$ cat src/rtl/controle_posse.sv
// controle_posse: possession controller for a scoreboard -- saturating score
// keeper plus a shot-clock FSM with a fixed-length expiry buzzer pulse.
module controle_posse #(
  parameter int SHOT_LONG   = 24,
  parameter int SHOT_SHORT  = 14,
  parameter int SCORE_MAX   = 99,
  parameter int BUZZ_CYCLES = 8
) (
  input  logic       clk,
  input  logic       reset,
  input  logic       tick,
  input  logic [2:0] pontos,
  input  logic       sinal,
  input  logic       start,
  input  logic       pause,
  input  logic       reload24,
  input  logic       reload14,
  output logic [6:0] placar,
  output logic [6:0] tempo,
  output logic       alerta,
  output logic       buzzer,
  output logic [1:0] estado
);

  typedef enum logic [1:0] {
    ST_IDLE    = 2'b00,
    ST_RUN     = 2'b01,
    ST_PAUSE   = 2'b10,
    ST_EXPIRED = 2'b11
  } state_t;

  localparam int CW = (BUZZ_CYCLES > 1) ? $clog2(BUZZ_CYCLES) : 1;

  state_t          state_q, state_d;
  logic [6:0]      tempo_q, tempo_d;
  logic [6:0]      placar_q, placar_d;
  logic            alerta_q, alerta_d;
  logic            buzzer_q, buzzer_d;
  logic [CW-1:0]   buzz_cnt_q, buzz_cnt_d;
  logic [7:0]      pts_s;
  logic [7:0]      sum_s;
  logic [7:0]      lim_s;

  // Score path: priority-select the point value, then saturate in 8 bits
  always_comb begin
    pts_s    = 8'd0;
    sum_s    = 8'd0;
    lim_s    = 8'(SCORE_MAX);
    placar_d = placar_q;
    alerta_d = alerta_q;
    if (pontos[2]) begin
      pts_s = 8'd3;
    end else if (pontos[1]) begin
      pts_s = 8'd2;
    end else if (pontos[0]) begin
      pts_s = 8'd1;
    end else begin
      pts_s = 8'd0;
    end
    sum_s = {1'b0, placar_q} + pts_s;
    if (pts_s == 8'd0) begin
      placar_d = placar_q;
    end else if (!sinal) begin
      if (sum_s > lim_s) begin
        placar_d = lim_s[6:0];
        alerta_d = 1'b1;
      end else begin
        placar_d = sum_s[6:0];
        alerta_d = 1'b0;
      end
    end else if ({1'b0, placar_q} >= pts_s) begin
      placar_d = placar_q - pts_s[6:0];
      alerta_d = 1'b0;
    end else begin
      // subtract clipped at zero: score floors, flag is left as it was
      placar_d = 7'd0;
    end
  end

  // Shot-clock next state: reload dominates tick, pause and start
  always_comb begin
    state_d    = state_q;
    tempo_d    = tempo_q;
    buzzer_d   = buzzer_q;
    buzz_cnt_d = buzz_cnt_q;
    if (buzz_cnt_q != '0) begin
      buzz_cnt_d = buzz_cnt_q - CW'(1);
    end else begin
      buzzer_d = 1'b0;
    end
    if (reload24 || reload14) begin
      tempo_d    = reload24 ? 7'(SHOT_LONG) : 7'(SHOT_SHORT);
      buzzer_d   = 1'b0;
      buzz_cnt_d = '0;
      if (state_q == ST_EXPIRED) begin
        state_d = ST_IDLE;
      end else begin
        state_d = state_q;
      end
    end else begin
      case (state_q)
        ST_IDLE: begin
          if (start) begin
            state_d = ST_RUN;
          end else begin
            state_d = ST_IDLE;
          end
        end
        ST_RUN: begin
          if (pause) begin
            state_d = ST_PAUSE;
          end else if (tick) begin
            if (tempo_q <= 7'd1) begin
              state_d    = ST_EXPIRED;
              tempo_d    = 7'd0;
              buzzer_d   = 1'b1;
              buzz_cnt_d = CW'(BUZZ_CYCLES - 1);
            end else begin
              tempo_d = tempo_q - 7'd1;
            end
          end else begin
            state_d = ST_RUN;
          end
        end
        ST_PAUSE: begin
          if (!pause) begin
            state_d = ST_RUN;
          end else begin
            state_d = ST_PAUSE;
          end
        end
        ST_EXPIRED: begin
          state_d = ST_EXPIRED;
        end
        default: begin
          state_d = ST_IDLE;
        end
      endcase
    end
  end

  // State and output registers
  always_ff @(posedge clk or negedge reset) begin
    if (!reset) begin
      state_q    <= ST_IDLE;
      tempo_q    <= 7'(SHOT_LONG);
      placar_q   <= 7'd0;
      alerta_q   <= 1'b0;
      buzzer_q   <= 1'b0;
      buzz_cnt_q <= '0;
    end else begin
      state_q    <= state_d;
      tempo_q    <= tempo_d;
      placar_q   <= placar_d;
      alerta_q   <= alerta_d;
      buzzer_q   <= buzzer_d;
      buzz_cnt_q <= buzz_cnt_d;
    end
  end

  assign placar = placar_q;
  assign tempo  = tempo_q;
  assign alerta = alerta_q;
  assign buzzer = buzzer_q;
  assign estado = state_q;

endmodule

$ cat config.mk
export PLATFORM = sky130hd
export DESIGN_NAME = controle_posse
export DESIGN_NICKNAME = d
export VERILOG_FILES = /design/src/rtl/controle_posse.sv
export SDC_FILE = /design/constraint.sdc
export NUM_CORES = 1
export LEC_CHECK = 0
export CAP_MARGIN = 20
export CORE_MARGIN = 2
export CORE_UTILIZATION = 52
export CTS_BUF_LIST = sky130_fd_sc_hd__clkbuf_8 sky130_fd_sc_hd__clkbuf_16
export DETAILED_ROUTE_END_ITERATION = 16
export PLACE_DENSITY = 0.8
export REMOVE_ABC_BUFFERS = 1
export SLEW_MARGIN = 15
export SYNTH_ARGS = -nofsm -noshare
export SYNTH_HDL_FRONTEND = slang
export SYNTH_SLANG_ARGS = --single-unit
$ cat constraint.sdc
create_clock -name clk -period 2.6 [get_ports clk]
set_clock_uncertainty 0.05 [all_clocks]
set_input_delay 0.26 -clock clk [delete_from_list [all_inputs] [get_ports clk]]
set_output_delay 0.26 -clock clk [all_outputs]
set_load 0.05 [all_outputs]
## After elaboration in Yosys (flattened, before gate mapping)

Index checks and enable logic that the tools add are counted.

- Register bits after elaboration: 21
- Bits of input ports: 11
- Output and inout bits: 18
- Word-level logic and storage cells: 65

- $add $sub $neg: 4
- Magnitude comparators: 3
- Equality and inequality tests: 7
- Mux-type cells: 35
- Bitwise gates (word level): 1
- Reductions and logical operators: 9

Operator list:

| operator | count |
|---|---|
| 7-bit 2-to-1 mux | 8 |
| 3-bit 2-to-1 mux | 6 |
| 2-bit 2-to-1 mux | 7 |
| 1-bit 2-to-1 mux | 11 |
| 7-bit by 8-bit adder with 8-bit output | 1 |
| 7-bit by 8-bit greater-or-equal comparator with 1-bit output | 1 |
| 8-bit by 7-bit > comparator with 1-bit output (second input constant) | 1 |
| 8-bit zero test | 1 |
| 8-bit 2-to-1 mux | 1 |
| 2-bit case mux with 4 select lines | 1 |
| 7-bit by 1-bit <= comparator with 1-bit output (second input constant) | 1 |
| 7-bit by 1-bit subtractor with 7-bit output (second input constant) | 1 |
| 7-bit subtractor | 1 |
| 2-bit by 1-bit != test with 1-bit output (second input constant) | 3 |
| 5-bit 2-to-1 mux | 1 |
| 5-bit != test (second input constant) | 1 |
| 2-bit == test (second input constant) | 2 |
| 2-bit AND reduction | 2 |
| 2-bit nonzero test | 2 |
| 3-bit AND reduction | 1 |
| 3-bit nonzero test | 1 |
| 3-bit by 1-bit subtractor with 3-bit output (second input constant) | 1 |
| 2-bit by 1-bit == test with 1-bit output (second input constant) | 1 |
| 2-bit zero test | 1 |
| other kinds (2) | 2 |

## Depth between registers and ports, before layout

Gate-level depths: netlist of the first run.

- Depth in word-level cells: 7
- Gate-level depth with buffers: 9
- Depth with buffers taken out: 9

## Worst setup path after synthesis of the first run

OpenSTA, ideal clock, no wires.

- Path kind: register to register
- From: register placar_q[0] (netlist: placar[0])
- To: register placar_q[0] (netlist: placar[0])
- Setup time: 0.126 ns
- Arrival: 2.289 ns
- Data required time: 2.424 ns
- Slack: 0.135 ns
- Stages on the path, launching flop included: 7
- Buffers on the path: 0
- Period minus slack after synthesis: 2.465 ns
- Path through: dfrtp_1 -> ha_1 -> fa_1 -> or4_1 -> nand4_1 -> o21ai_1 -> a221o_1

- Longest elaborated chain between the ends: 4
- Elaborated cells between the ends (all ways): 7
- Those cells by class: 2 x add/sub; 2 x order compare; 3 x mux

RTL lines:

| what | RTL line | text |
|---|---|---|
| from (decl) | 36 | `logic [6:0] placar_q, placar_d;` |
| from (signal assigned) | 154 | `placar_q <= placar_d;` |
| 7-bit by 8-bit adder with 8-bit output | 60 | `sum_s = {1'b0, placar_q} + pts_s;` |
| 8-bit by 7-bit > comparator with 1-bit output | 64 | `if (sum_s > lim_s) begin` |
| 7-bit 2-to-1 mux | 64 |  |
| 7-bit 2-to-1 mux * | 63 | `end else if (!sinal) begin` |

Every way passes the cells marked *; elsewhere a longest branch is shown, timed or not.
A chain may end at the register's enable or synchronous reset.

## Worst setup path in the final report of the first run

- From: input port pontos[1]
- To: register placar_q[3] (netlist: placar[3])

- Longest elaborated chain between the ends: 6
- Elaborated cells between the ends (all ways): 10
- Those cells by class: 2 x add/sub; 2 x order compare; 5 x mux; 1 x reduce/logical

RTL lines:

| what | RTL line | text |
|---|---|---|
| from (decl) | 12 | `input logic [2:0] pontos,` |
| 2-bit 2-to-1 mux * | 53 | `end else if (pontos[1]) begin` |
| 8-bit 2-to-1 mux * | 51 | `if (pontos[2]) begin` |
| 7-bit by 8-bit adder with 8-bit output | 60 |  |
| 8-bit by 7-bit > comparator with 1-bit output | 64 |  |
| 7-bit 2-to-1 mux | 64 |  |
| 7-bit 2-to-1 mux | 63 |  |

Marked as above.

==> flow_summary_export.csv, run 1 <==
group,metric,value,unit
global_route,met2_usage,0.416,
global_route,grt_pass1_wl,6.42,mm
worst_setup_path,cp.depth,10,
pwr,p_per_area,932,nW/µm²
timing,setup_viol,0,
pwr,p_leak,0.842,nW
timing,drv_slew,0,
drt,vias,1515,
global_route,first_global_vias,1501,
synthesis,synthArstFlopShare,1.00,
synthesis,ys_types,48,
worst_hold_path,hp-class,"in -> async",
worst_setup_path,slowest_stage,"clkdlybuf4s50_1",
global_route,grt_antenna_before_repair,0,
drt,drt_first_pass_iters,4,
worst_setup_path,cpLargestDelayFamily,"buffers and inverters",
pwr,total_power,1.86,mW
timing,hold_ws,294,ps
clocking,cts_max_level,1,
worst_setup_path,slowest_delay,480,ps
drt,first_iter_violations,114,
clocking,cts_tree,"done",
final_layout,postLayoutCellArea,2000,µm²
drt,avgRoutedWirePerCell,15.2,µm
worst_setup_path,crit_end,"placar[3]",
timing,max_freq,0.409,GHz
worst_setup_path,crit_path_cell_trace,"clkdlybuf4s50_1 -> inv_1 -> a21o_1 -> ha_1 -> fa_1 -> or4_1 -> nand4_1 -> o21ai_1 -> buf_4 -> o31ai_1",
drt,drc_errors,0,
synthesis,netlist_area,1530,µm²
synthesis,yosysWarnings,0,
worst_setup_path,r2r_slack,290,ps
placement,gp_congestion,1.00,
drt,routed_wl,3.81,mm
synthesis,synthAdderAreaFrac,0.0916,
global_route,grt_max_degree,22,
pwr,power_frac_comb,0.605,
worst_setup_path,crit_path_end_kind,"register",
worst_setup_path,r2r-start,"placar[0]",
synthesis,synth_top_area_cell,"dfrtp_1",
worst_setup_path,cp_max_fo,4,
synthesis,synth_top_family_by_area,"simple AND/OR/NAND/NOR gates",
synthesis,synthTopCellsByArea,"dfrtp_1, ha_1, a21oi_1",
pwr,ir_drop,859,µV
placement,pre_cts_ws,-151,ps
pwr,power_switching,0.877,mW
timing,fin_setup_tns,0,ps
global_route,use_met3,0.0379,
floorplan,ios,29,
floorplan,core,2780,µm²
final_layout,n_antenna_cell,0,
pwr,clock_power_share,0.113,
synthesis,netlist_top_cells_count,"dfrtp_1, a21oi_1, nand2_1",
status,status,"finished clean",
worst_setup_path,crit_buf_inv,3,
timing,setup_slack,152,ps
drt,drt.antenna.violating_nets,0,
floorplan,rows,19,
timing,rsz0062_at_grt,"false",
synthesis,synth-xor-area-share,0.0172,
floorplan,die_y,58.2,µm
global_route,grt_use_total,0.243,
timing,hold_violations,0,
synthesis,syn_inst,178,
worst_setup_path,crit_start,"pontos[1]",
global_route,grt_overflow,0,
global_route,top_usage_layer,"met2",
worst_setup_path,r2r_end,"placar[3]",
pwr,p_sw_frac,0.471,
worst_setup_path,worstRegToRegCells,10,
worst_setup_path,worstPathArrival,2560,ps
clocking,root_buffer,"clkbuf_8",
clocking,post_cts_buffers,0,
worst_setup_path,crit_type,"in -> reg",
clocking,clock_latency,250,ps
global_route,gr-usage-met1,0.314,
pwr,p_int,0.984,mW
synthesis,synth_area_per_cell,8.60,µm²
worst_setup_path,start_kind,"input pin",
timing,fin_crit,2450,ps
timing,finalCritPeriodShare,0.941,
timing,slew_headroom,0.657,
final_layout,fin_nets,242,
clocking,cts_hold_buf,0,
job,cap_violations,0,
floorplan,die_w,58.2,µm
clocking,cts_buffer_depth,2,
drt,drt-vias-per-instance,6.04,
placement,portBuffers,28,
synthesis,synth_top_area_share,0.311,
placement,placed_cell_area,1950,µm²
synthesis,synth_seq_cells,21,
timing,tightest_slew,513,ps
clocking,cts.clk_slew.worst_paths,80,ps
clocking,ctsResizeCount,0,
pwr,pwr-share-seq,0.282,
floorplan,die_area,3390,µm²
synthesis,synth_edf_count,0,
placement,dp_hpwl,3.03,mm
final_layout,syn2layout_area_growth,30.6,%
synthesis,synth-simple-area-share,0.267,
floorplan,start_util,0.550,
synthesis,synth_compound_area_frac,0.204,
final_layout,drive_above_1_share,0.136,
synthesis,yosys-mux-area-fraction,0.0270,
synthesis,synth.most_common_cell,"dfrtp_1",
synthesis,yosysSeqAreaShare,0.345,
clocking,cts_buffers,3,
clocking,cts.sinks,21,
synthesis,yosys_most_used_dff,"dfrtp_1",
worst_setup_path,cp.required,2710,ps
## placed cells by master (no fill, tap or decap), types with 4 or more instances in the layout
| cell type | n |
|---|---|
| inv_1 | 11 |
| a21oi_1 | 17 |
| buf_4 | 18 |
| or3_1 | 5 |
| clkdlybuf4s50_1 | 28 |
| nor2_1 | 16 |
| nor2b_1 | 4 |
| dfrtp_1 | 19 |
| nand2_1 | 17 |
| ha_1 | 8 |
| o21ai_0 | 6 |
| o21ai_1 | 4 |
| nor3_1 | 7 |
## flip-flops by register name, indices dropped and copies added (netlist names)
name	count
placar	7
buzz_cnt_q	3
alerta	1
buzzer	1
estado	2
tempo	7
## final cells by class
class | count | area, µm²
tap | 31 | 38.8
multi-input combinational | 138 | 928
sequential | 21 | 528
fill | 236 | 783
clock buffer | 3 | 41.3
inverter | 11 | 41.3
clock inverter | 1 | 5.00
timing repair buffer | 46 | 415
## metal layers
| metal | part of all wire | routed length [µm] |
|---|---|---|
| met1 | 0.42 | 1600 |
| met2 | 0.49 | 1880 |
| met3 | 0.066 | 251 |
| met4 | 0.021 | 79 |
| met5 | 0 | 0 |
## power groups by stage
stage               Sequential [mW]  Clock [mW]  Combinational [mW]
finish                        0.525       0.210                1.13
global route                  0.537       0.225                1.22
CTS                           0.520       0.213                1.12
detailed placement            0.521           0                1.12
global placement              0.522           0                1.09
floorplan                     0.770           0               0.447
## worst register-to-register path, stage by stage, from the launching register on
cell and delay (ps):
dfrtp_1 440, inv_1 80, ha_1 180, fa_1 200, or3b_4 390, buf_4 150
nor3_1 180, buf_4 160, nor4_1 50, a21oi_1 200, o31ai_1 110
## kinds of logic after synthesis
| kind of cell | Yosys count |
|---|---|
| AOI/OAI and AO/OA | 49 |
| muxes | 4 |
| and+or+nand+nor | 72 |
| adders and majority gates | 10 |
| xor gates and xnor gates | 3 |
| DFF | 21 |
| buffers and inverters | 19 |
## worst min path at each step
stage                      start        to  slack (ps)  depth (start not counted)
after detailed placement  alerta    alerta         470                          1
after floorplan            reset    alerta         -90                          0
after global routing       reset  tempo[0]         320                          2
after CTS                  reset  tempo[1]         300                          2
after global placement    buzzer    buzzer         460                          2
final                      reset  tempo[0]         290                          2
## per-stage QoR
step / utilization / std cells
final: 0.718 / 251
after global routing: 0.718 / 251
after detailed placement: 0.702 / 247
after CTS: 0.718 / 251
after floorplan: - / 170
after global placement: 0.702 / 247
No activity file was read; power rests on OpenSTA's default activity.
==> run 2, diff against run 1 <==
PLACE_DENSITY = 0.79   (was 0.8)
SLEW_MARGIN = not set   (was 15)
==> flow_summary_export.csv, run 2 (synthesis gave the netlist of run 1 again) <==
group,metric,value,unit
status,status,"finished clean",
worst_hold_path,hp-class,"in -> async",
drt,vias,1500,
clocking,cts.clk_slew.worst_paths,80,ps
clocking,root_buffer,"clkbuf_8",
floorplan,die_area,3390,µm²
timing,rsz0062_at_grt,"false",
floorplan,rows,19,
timing,setup_viol,0,
global_route,first_global_vias,1457,
drt,drc_errors,0,
clocking,cts_tree,"done",
clocking,clock_latency,260,ps
floorplan,die_w,58.2,µm
worst_setup_path,slowest_stage,"clkdlybuf4s50_1",
job,cap_violations,0,
global_route,grt_use_total,0.246,
worst_setup_path,crit_path_end_kind,"register",
timing,setup_slack,166,ps
final_layout,drive_above_1_share,0.132,
placement,gp_congestion,0.864,
drt,avgRoutedWirePerCell,14.6,µm
final_layout,syn2layout_area_growth,30.1,%
timing,finalCritPeriodShare,0.936,
drt,drt-vias-per-instance,6.00,
timing,slew_headroom,0.665,
clocking,cts_buffer_depth,2,
worst_setup_path,cp.required,2700,ps
drt,drt.antenna.violating_nets,0,
worst_setup_path,crit_type,"in -> reg",
clocking,cts.sinks,21,
worst_setup_path,start_kind,"input pin",
global_route,grt_overflow,0,
pwr,p_int,0.989,mW
worst_setup_path,r2r_slack,310,ps
clocking,post_cts_buffers,0,
final_layout,n_fill_cell,237,
final_layout,final_common_cell,"clkdlybuf4s50_1",
floorplan,die_y,58.2,µm
final_layout,fin_util,0.716,
timing,max_freq,0.411,GHz
floorplan,ios,29,
clocking,cts_hold_buf,0,
global_route,grt_max_degree,22,
timing,tightest_slew,500,ps
final_layout,fin_nets,241,
pwr,ir_drop,850,µV
placement,portBuffers,28,
timing,hold_violations,0,
timing,hold_ws,292,ps
worst_setup_path,slowest_delay,430,ps
clocking,ctsResizeCount,0,
drt,drt_first_pass_iters,4,
worst_setup_path,cp_max_fo,3,
placement,dp_hpwl,2.84,mm
drt,first_iter_violations,92,
pwr,p_leak,0.838,nW
pwr,clock_power_share,0.114,
drt,routed_wl,3.64,mm
final_layout,final_cell_mix,"clkdlybuf4s50_1, dfrtp_1, nand2_1, a21oi_1, buf_4",
floorplan,core,2780,µm²
floorplan,start_util,0.550,
final_layout,n_antenna_cell,0,
worst_setup_path,worstPathArrival,2530,ps
pwr,pwr-share-seq,0.283,
placement,pre_cts_ws,-122,ps
pwr,total_power,1.87,mW
pwr,p_per_area,939,nW/µm²
timing,fin_crit,2430,ps
pwr,p_sw_frac,0.471,
pwr,power_switching,0.880,mW
global_route,grt_antenna_before_repair,0,
worst_setup_path,crit_path_cell_trace,"clkdlybuf4s50_1 -> inv_1 -> a21o_1 -> ha_1 -> fa_1 -> or3b_4 -> or4_4 -> nor2_1 -> nor3_1 -> a221o_1",
global_route,grt_pass1_wl,6.44,mm
timing,drv_slew,0,
pwr,power_frac_comb,0.603,
clocking,cts_buffers,3,
clocking,cts_max_level,1,
run 2: changes by cell type in the layout (fill, tap and decap cells not counted):
cell | previous run | this run
buf_4 | 18 | 17
run 2: area by class of cell:
class	instances	area [µm²]	share of cell area
inverter	11	41.3	0.0207
clock inverter	1	5.00	0.00251
sequential	21	528	0.265
multi-input combinational	138	928	0.466
tap	31	38.8	0.0195
timing repair buffer	45	408	0.205
clock buffer	3	41.3	0.0207
run 2: power groups by stage:
stage | combinational (mW) | clock (mW) | sequential [mW]
floorplan | 0.447 | 0 | 0.770
global placement | 1.10 | 0 | 0.525
detailed placement | 1.13 | 0 | 0.526
CTS | 1.13 | 0.217 | 0.524
global route | 1.22 | 0.238 | 0.541
finish | 1.13 | 0.213 | 0.528
run 2: per-stage QoR:
step,setup TNS [ps],std cells,cell area (µm²)
2_1_floorplan,0,170,1500
3_3_place_gp,-113,246,1940
3_5_place_dp,-567,246,1940
4_1_cts,0,250,1990
5_1_grt,0,250,1990
6_report,0,250,1990
run 2: path summary, 6_finish.rpt:
| check | start | to | depth (start not counted) |
|---|---|---|---|
| worst min register to register | alerta | alerta | 1 |
| worst max-delay path | pontos[1] | placar[0] | 10 |
| worst max register to register | placar[0] | placar[0] | 8 |
| min in group clk | alerta | alerta | 1 |
| max in group asynchronous | reset | tempo[3] | 2 |
| worst min-delay path | reset | tempo[0] | 2 |
run 2: per-layer routing:
metal | global-route usage | part of all wire
met1 | 0.317 | 0.46
met2 | 0.414 | 0.48
met3 | 0.0313 | 0.041
met4 | 0.110 | 0.020
met5 | 0 | 0
run 2: critical path: cells and delay by family:
family / cells / cell delay, ps
buffers and inverters: 2 / 500
adder cells (fa/ha/maj): 2 / 370
AO/OA/AOI/OAI: 2 / 410
AND/OR/NAND/NOR: 4 / 980
==> run 3, diff against run 2 <==
CORE_ASPECT_RATIO = 1.25   (was not set)
==> flow_summary_export.csv, run 3 (synthesis gave the netlist of run 1 again) <==
group,metric,value,unit
status,status,"finished clean",
clocking,cts_max_level,1,
clocking,cts_hold_buf,0,
final_layout,fin_util,0.695,
clocking,clock_latency,250,ps
timing,setup_slack,93.1,ps
final_layout,n_antenna_cell,0,
final_layout,layout.cells.non_filler,253,
timing,hold_ws,292,ps
timing,fin_setup_tns,0,ps
clocking,root_buffer,"clkbuf_8",
floorplan,core,2860,µm²
global_route,grt_overflow,0,
clocking,cts.clk_slew.worst_paths,70,ps
placement,dp_hpwl,2.95,mm
placement,placed_cell_area,1940,µm²
worst_setup_path,crit_type,"in -> reg",
pwr,ir_drop,631,µV
drt,drc_errors,0,
timing,hold_violations,0,
global_route,grt_antenna_before_repair,0,
worst_setup_path,cp.required,2690,ps
final_layout,postLayoutCellArea,1990,µm²
drt,routed_wl,3.75,mm
pwr,total_power,1.85,mW
placement,numPlacedInstances,249,
timing,finalCritPeriodShare,0.964,
final_layout,drive_above_1_share,0.134,
drt,drt.antenna.violating_nets,0,
timing,slew_headroom,0.664,
clocking,cts_buffer_depth,2,
final_layout,syn2layout_area_growth,30.0,%
worst_setup_path,crit_path_end_kind,"register",
floorplan,rows,22,
clocking,cts.sinks,21,
drt,first_iter_violations,38,
job,cap_violations,0,
timing,setup_viol,0,
worst_setup_path,cp_max_fo,3,
placement,portBuffers,28,
floorplan,die_y,64.7,µm
floorplan,ios,29,
clocking,cts_tree,"done",
worst_hold_path,hp-class,"in -> async",
pwr,p_leak,0.830,nW
worst_setup_path,start_kind,"input pin",
drt,drt-vias-per-instance,5.98,
timing,rsz0062_at_grt,"true",
final_layout,multi_input_area,937,µm²
final_layout,seq_area,528,µm²
timing,max_freq,0.399,GHz
global_route,grt_max_degree,22,
final_layout,final_cell_mix,"clkdlybuf4s50_1, dfrtp_1, nand2_1, a21oi_1, nor2_1",
timing,tightest_slew,503,ps
worst_setup_path,worstPathArrival,2600,ps
pwr,p_per_area,929,nW/µm²
timing,fin_crit,2510,ps
global_route,grt_use_total,0.250,
global_route,first_global_vias,1516,
timing,drv_slew,0,
floorplan,die_area,3400,µm²
placement,pre_cts_ws,-210,ps
final_layout,final_common_cell,"clkdlybuf4s50_1",
floorplan,die_w,52.5,µm
clocking,ctsResizeCount,0,
drt,vias,1512,
floorplan,start_util,0.535,
final_layout,n_fill_cell,225,
drt,avgRoutedWirePerCell,14.8,µm
placement,gp_congestion,0.999,
clocking,cts_buffers,3,
final_layout,fin_nets,239,
drt,drt_first_pass_iters,4,
global_route,grt_pass1_wl,6.49,mm
clocking,post_cts_buffers,0,
-- run 3: cell types whose count changed in the layout (fill, tap and decap cells not counted), sizes merged --
cell    before  now
clkinv       1    0
buf         17   15
inv         11   12
-- run 3: path summary, 6_finish.rpt --
check / startpoint / end / slack, ps / depth (start not counted)
setup / recovery: pontos[0] / placar[0] / 90 / 9
max in group asynchronous: reset / tempo[4] / 1930 / 2
hold / removal: reset / tempo[2] / 290 / 2
setup reg to reg: placar[0] / placar[0] / 240 / 8
hold reg to reg: alerta / alerta / 460 / 1
min in group clk: alerta / alerta / 460 / 1
-- run 3: power by group --
group	switching [mW]	leakage, nW	internal [mW]	total (mW)
registers	0.140	0.267	0.398	0.538
logic	0.630	0.536	0.480	1.11
clock network	0.0969	0.0269	0.105	0.202
-- run 3: metal layers --
layer  global-route usage  part of all wire  vias up
met5                    0                 0        -
met4                0.141             0.039        0
met3               0.0276             0.036       14
met2                0.425              0.53       43
met1                0.299              0.39      732
li1                     -                 -      723
-- run 3: worst max-delay path: stages --
cell	delay [ps]
clkdlybuf4s50_1	480
a21o_1	150
ha_2	200
fa_2	230
or3b_4	400
or4_4	430
nor2_1	110
nor3_1	60
a221o_1	270
-- run 3: layout make-up --
class,instances,area share
multi-input cells,138,0.471
repair buffers,43,0.197
clock inverters,1,0.00189
well taps,36,0.0226
clock buffers,3,0.0208
inverters,11,0.0208
flip-flops and latches,21,0.265
